### config.mk
export PLATFORM = sky130hd
export DESIGN_NAME = wb_master_arbiter
export DESIGN_NICKNAME = d
export VERILOG_FILES = /design/src/rtl/wb_arb_pkg.sv /design/src/rtl/wb_arb_timeout.sv /design/src/rtl/wb_master_arbiter.sv
export SDC_FILE = /design/constraint.sdc
export NUM_CORES = 1
export LEC_CHECK = 0
export BUFFER_PORTS_ARGS = -buffer_cell sky130_fd_sc_hd__buf_2
export CAP_MARGIN = 20
export CORE_AREA = 8 8 115 117
export DETAILED_ROUTE_END_ITERATION = 10
export DIE_AREA = 0 0 123 125
export MAX_ROUTING_LAYER = met4
export SYNTH_ARGS = -nofsm -noshare
export SYNTH_HDL_FRONTEND = slang
export SYNTH_SLANG_ARGS = --single-unit
### constraint.sdc
create_clock -name wb_clk_i -period 4.7 [get_ports wb_clk_i]
set_input_delay 0.47 -clock wb_clk_i [delete_from_list [all_inputs] [get_ports wb_clk_i]]
set_output_delay 0.47 -clock wb_clk_i [all_outputs]
set_load 0.03 [all_outputs]
### src/rtl/wb_arb_pkg.sv
// Shared types and defaults for the two-master Wishbone arbiter.
package wb_arb_pkg;

  localparam int unsigned CNT_W           = 8;
  localparam int unsigned TIMEOUT_CYC_DEF = 255;
  localparam logic [31:0] ERR_DATA_DEF    = 32'hDEAD_BEEF;

  // Arbiter states
  localparam logic [1:0] ST_IDLE = 2'd0;
  localparam logic [1:0] ST_GNT0 = 2'd1;
  localparam logic [1:0] ST_GNT1 = 2'd2;
  localparam logic [1:0] ST_TOUT = 2'd3;

  typedef struct packed {
    logic        we;
    logic [3:0]  sel;
    logic [31:0] adr;
    logic [31:0] dat;
  } wb_req_t;

endpackage

### src/rtl/wb_arb_timeout.sv
// Saturating wait counter; expired fires on the edge the count reaches LIMIT.
module wb_arb_timeout
  import wb_arb_pkg::*;
#(
  parameter int unsigned LIMIT = TIMEOUT_CYC_DEF
) (
  input  logic clk,
  input  logic rst,
  input  logic clear,
  input  logic count,
  output logic expired
);

  localparam logic [CNT_W-1:0] LAST = CNT_W'(LIMIT - 1);

  logic [CNT_W-1:0] cnt;

  always_ff @(posedge clk or posedge rst) begin
    if (rst) begin
      cnt <= '0;
    end else if (clear) begin
      cnt <= '0;
    end else if (count && (cnt != '1)) begin
      cnt <= cnt + CNT_W'(1);
    end
  end

  assign expired = count && (cnt >= LAST);

endmodule

### src/rtl/wb_master_arbiter.sv
// Two-master Wishbone arbiter: round-robin grant, cycle-locked ownership, ack timeout.
module wb_master_arbiter
  import wb_arb_pkg::*;
#(
  parameter int unsigned TIMEOUT_CYC = TIMEOUT_CYC_DEF,
  parameter logic [31:0] ERR_DATA    = ERR_DATA_DEF
) (
  input  logic        wb_clk_i,
  input  logic        wb_rst_i,
  input  logic        m0_wb_cyc_i,
  input  logic        m0_wb_stb_i,
  input  logic        m0_wb_we_i,
  input  logic [3:0]  m0_wb_sel_i,
  input  logic [31:0] m0_wb_adr_i,
  input  logic [31:0] m0_wb_dat_i,
  output logic [31:0] m0_wb_dat_o,
  output logic        m0_wb_ack_o,
  output logic        m0_wb_err_o,
  input  logic        m1_wb_cyc_i,
  input  logic        m1_wb_stb_i,
  input  logic        m1_wb_we_i,
  input  logic [3:0]  m1_wb_sel_i,
  input  logic [31:0] m1_wb_adr_i,
  input  logic [31:0] m1_wb_dat_i,
  output logic [31:0] m1_wb_dat_o,
  output logic        m1_wb_ack_o,
  output logic        m1_wb_err_o,
  output logic        s_wb_cyc_o,
  output logic        s_wb_stb_o,
  output logic        s_wb_we_o,
  output logic [3:0]  s_wb_sel_o,
  output logic [31:0] s_wb_adr_o,
  output logic [31:0] s_wb_dat_o,
  input  logic [31:0] s_wb_dat_i,
  input  logic        s_wb_ack_i,
  output logic        timeout_irq_o
);

  logic [1:0] state, state_nx;
  logic       own, own_nx;
  logic       last_grant, last_grant_nx;
  logic       req0, req1;
  logic       own_cyc, own_stb;
  logic       in_gnt;
  logic       tmo_clear, tmo_count, tmo_expired;
  wb_req_t    own_req;

  assign req0    = m0_wb_cyc_i & m0_wb_stb_i;
  assign req1    = m1_wb_cyc_i & m1_wb_stb_i;
  assign own_cyc = own ? m1_wb_cyc_i : m0_wb_cyc_i;
  assign own_stb = own ? m1_wb_stb_i : m0_wb_stb_i;
  assign own_req = own ? {m1_wb_we_i, m1_wb_sel_i, m1_wb_adr_i, m1_wb_dat_i}
                       : {m0_wb_we_i, m0_wb_sel_i, m0_wb_adr_i, m0_wb_dat_i};

  // Count only while the owner strobes without an ack; anything else clears.
  assign in_gnt    = (state == ST_GNT0) || (state == ST_GNT1);
  assign tmo_count = in_gnt && own_stb && !s_wb_ack_i;
  assign tmo_clear = !tmo_count;

  wb_arb_timeout #(
    .LIMIT (TIMEOUT_CYC)
  ) u_timeout (
    .clk     (wb_clk_i),
    .rst     (wb_rst_i),
    .clear   (tmo_clear),
    .count   (tmo_count),
    .expired (tmo_expired)
  );

  always_ff @(posedge wb_clk_i or posedge wb_rst_i) begin
    if (wb_rst_i) begin
      state      <= ST_IDLE;
      own        <= 1'b0;
      last_grant <= 1'b1;
    end else begin
      state      <= state_nx;
      own        <= own_nx;
      last_grant <= last_grant_nx;
    end
  end

  always_comb begin
    state_nx      = state;
    own_nx        = own;
    last_grant_nx = last_grant;
    s_wb_cyc_o    = 1'b0;
    s_wb_stb_o    = 1'b0;
    s_wb_we_o     = 1'b0;
    s_wb_sel_o    = '0;
    s_wb_adr_o    = '0;
    s_wb_dat_o    = '0;
    m0_wb_ack_o   = 1'b0;
    m0_wb_err_o   = 1'b0;
    m0_wb_dat_o   = '0;
    m1_wb_ack_o   = 1'b0;
    m1_wb_err_o   = 1'b0;
    m1_wb_dat_o   = '0;
    timeout_irq_o = 1'b0;

    case (state)
      ST_IDLE: begin
        // On a tie the master that did not own the bus last wins.
        if (req0 && (!req1 || last_grant)) begin
          state_nx = ST_GNT0;
          own_nx   = 1'b0;
        end else if (req1) begin
          state_nx = ST_GNT1;
          own_nx   = 1'b1;
        end
      end
      ST_GNT0, ST_GNT1: begin
        if (own_cyc) begin
          s_wb_cyc_o = 1'b1;
          s_wb_stb_o = own_stb;
          s_wb_we_o  = own_req.we;
          s_wb_sel_o = own_req.sel;
          s_wb_adr_o = own_req.adr;
          s_wb_dat_o = own_req.dat;
        end
        if (own) begin
          m1_wb_ack_o = s_wb_ack_i;
          m1_wb_dat_o = s_wb_dat_i;
        end else begin
          m0_wb_ack_o = s_wb_ack_i;
          m0_wb_dat_o = s_wb_dat_i;
        end
        if (!own_cyc) begin
          state_nx      = ST_IDLE;
          last_grant_nx = own;
        end else if (tmo_expired) begin
          state_nx = ST_TOUT;
        end
      end
      ST_TOUT: begin
        timeout_irq_o = 1'b1;
        if (own) begin
          m1_wb_ack_o = 1'b1;
          m1_wb_err_o = 1'b1;
          m1_wb_dat_o = ERR_DATA;
        end else begin
          m0_wb_ack_o = 1'b1;
          m0_wb_err_o = 1'b1;
          m0_wb_dat_o = ERR_DATA;
        end
        if (own_cyc) begin
          state_nx = own ? ST_GNT1 : ST_GNT0;
        end else begin
          state_nx      = ST_IDLE;
          last_grant_nx = own;
        end
      end
      default: state_nx = ST_IDLE;
    endcase
  end

endmodule

==> impl_metrics.csv <==
group,metric,value,unit
global_routing,first_global_vias,3439,
finish,fin_util,35.83,%
synth,syn_area,2446,sq um
synth,async_reset_ff_share,100.0,%
synth,synth_mux_area_share,30.69,%
timing,min_period,3.272,ns
clock_tree,h-tree-depth,1,
route,wl_met3,1287,microns
synth,avgSynthCellArea,6.370,sq um
place,dpl_cell_area,4079,sq um
timing,finalHoldViolCount,0,
synth,seq_area_frac_synth,12.33,%
clock_tree,cts_root_buf,"clkbuf_16",
synth,synth_adder_area_share,2.558,%
critical_path,start_kind,"flip-flop",
synth,yosys_register_bits,12,
synth,synth_top_family_by_area,"multiplexers",
die,die_w,123,microns
global_routing,grt_max_degree,46,
synth,synth_warnings,0,
timing,worst_pin_slew,0.9309,ns
clock_tree,clk_pin_slew,0.04,ns
synth,synth_xor_area_share,1.074,%
timing,hold_ws,0.2354,ns
route,wl_per_cell,17.82,microns
critical_path,cp_max_fo,45,
critical_path,worst-setup-path-type,"flip-flop to primary output",
timing,slew-limit-headroom,37.79,%
timing,slew_violations,0,
die,die_y,125,microns
timing,timing.final.crit_share,69.61,%
pwr,ir_drop,0.5371,mV
global_routing,antenna_found_initial,1,
synth,yosysTopAreaCell,"mux2i_1",
synth,syn-num-nets,566,
synth,synth_ff_type,"dfrtp_1",
route,dr.pass1.iters,5,
die,std_cell_rows,40,
flow_run,drv_cap,0,
pwr,p_sw,2.326,mW
clock_tree,cts_resized,0,
synth,synth-compound-area-share,15.09,%
die,core,11610,sq um
synth,yosysMostFrequentCell,"nor2_1",
finish,drive_above_1_share,49.40,%
critical_path,crit_path_end_kind,"primary output",
route,vias,3735,
pwr,sw_frac_of_total,66.76,%
finish,area_growth,70.08,%
clock_tree,cts_buffer_depth,2,
route,ant_nets,0,
timing,fin_worst_skew,0.004935,ns
timing,setup_viol,0,
finish,finalNetCount,855,
route,drt_iter0_drc,252,
place,place_congestion,0.9395,
synth,synthTopCellsByArea,"mux2i_1 (29%), nor2_1 (18%), a21oi_1 (11%)",
clock_tree,cts_setup_buffers,0,
global_routing,overflow,0,
critical_path,worstPathArrival,2.80,ns
clock_tree,cts.sinks,12,
route,wl_met1,5685,microns
clock_tree,insertion_delay,0.24,ns
die,pin_count,317,
synth,synth-simple-area-share,30.03,%
global_routing,grt_pass1_wl,20730,microns
timing,max_freq,0.3057,GHz
finish,final_cell_area,4160,sq um
die,start_util,21.07,%
clock_tree,cts_tree,"built",
synth,synth.distinct_cells,36,
global_routing,grt_usage,17.56,%
timing,final.setup.tns,0,ns
route,routed.top_layer,"met4",
die,dieArea,15380,sq um
timing,grt_setup_unrepaired,"no",
pwr,seq_power_share,6.7,%
pwr,clockPowerShare,4.5,%
route,drc_errors,0,
pwr,p_int,1.158,mW
place,portBuffers,316,
pwr,p_per_area,837.6,nW/um^2
synth,synth_edf_count,0,
synth,netlist.area_leader.share,29.46,%
finish,fillers,1297,
route,viasPerCell,4.555,
route,dr_wl_met2,7261,microns
pwr,leakage,2.562,nW
clock_tree,cts_hold_buf,0,
place,dp_hpwl,12290,microns
critical_path,cp.required,4.23,ns
route,wl,14610,microns
hold_path,hp-class,"primary input to asynchronous set/reset pin",
outcome,status,"finished clean",
synth,ys_top_cells_by_count,"nor2_1 (117), mux2i_1 (72), a21oi_1 (56)",
pwr,p_comb_share,88.9,%
clock_tree,numCtsBuffers,3,
synth,syn_inst,384,
[state kept, by name, indices dropped and copies added (netlist names)]
name,flops
u_timeout.cnt,8
own,1
last_grant,1
state,2
[power by group through the flow]
stage / clock network [mW] / logic, mW / registers (mW)
after floorplan: 0 / 2.36 / 0.143
after global placement: 0 / 3.12 / 0.232
after detailed placement: 0 / 3.11 / 0.236
after CTS: 0.161 / 3.12 / 0.233
after global routing: 0.168 / 3.30 / 0.242
final: 0.156 / 3.10 / 0.232
[cells in the final DEF (no fill, tap or decap), drive strengths merged, types with 2 or more instances in the layout]
cell type / netlist / final
buf: 23 / 320
nor2: 117 / 117
mux2i: 72 / 72
a21oi: 56 / 56
nand2: 34 / 34
nand2b: 11 / 11
dfrtp: 11 / 11
inv: 7 / 7
ha: 5 / 5
nand3: 4 / 4
o21ai: 4 / 4
clkbuf: 13 / 4
xnor2: 3 / 3
a31oi: 3 / 3
nand4: 2 / 2
mux2: 2 / 2
a211oi: 2 / 2
[logic make-up after synthesis]
group | count (synthesis)
XOR/XNOR | 3
AND/OR/NAND/NOR | 177
adder cells (fa/ha/maj) | 5
buffers and inverters | 44
AO/OA/AOI/OAI | 69
flip-flops | 12
multiplexers | 74
[per-layer routing]
metal	up-vias	GRT usage, %
met3	26	3.105
met4	0	4.536
met1	1669	20.55
met5	-	-
li1	1860	-
met2	180	30.14
[final timing paths]
kind	depth (start not counted)	startpoint	end	slack (ns)
setup / recovery	5	own	s_wb_adr_o[9]	1.43
hold / removal	2	wb_rst_i	state[1]	0.24
setup reg to reg	5	own	state[0]	2.18
hold reg to reg	2	last_grant	last_grant	0.49
max in group asynchronous	2	wb_rst_i	own	4.10
min in group wb_clk_i	2	last_grant	last_grant	0.49
[metrics by stage]
step / instances / total power [mW] / setup WS (ns)
finish: 820 / 3.485 / 1.428
global route: 820 / 3.710 / 1.222
CTS: 819 / 3.514 / 1.407
detailed placement: 815 / 3.346 / 1.659
global placement: 815 / 3.347 / 1.718
floorplan: 384 / 2.503 / 2.264
[critical path, cell delays in order, from the launching register on]
cell     delay (ns)
dfrtp_4        0.86
mux2_4         0.36
nand2_2        0.60
buf_4          0.41
nor2_1         0.10
buf_2          0.19
[area by class of cell]
type | count | area (sq um) | share of cell area [%]
Antenna cell | 1 | 2.502 | 0.06015
Clock buffer | 4 | 78.83 | 1.895
Inverter | 8 | 30.03 | 0.7218
Multi-Input combinational cell | 328 | 1948 | 46.83
Sequential cell | 12 | 305.3 | 7.338
Tap cell | 147 | 183.9 | 4.421
Timing Repair Buffer | 320 | 1612 | 38.74
No activity file was read; power rests on OpenSTA's default activity.
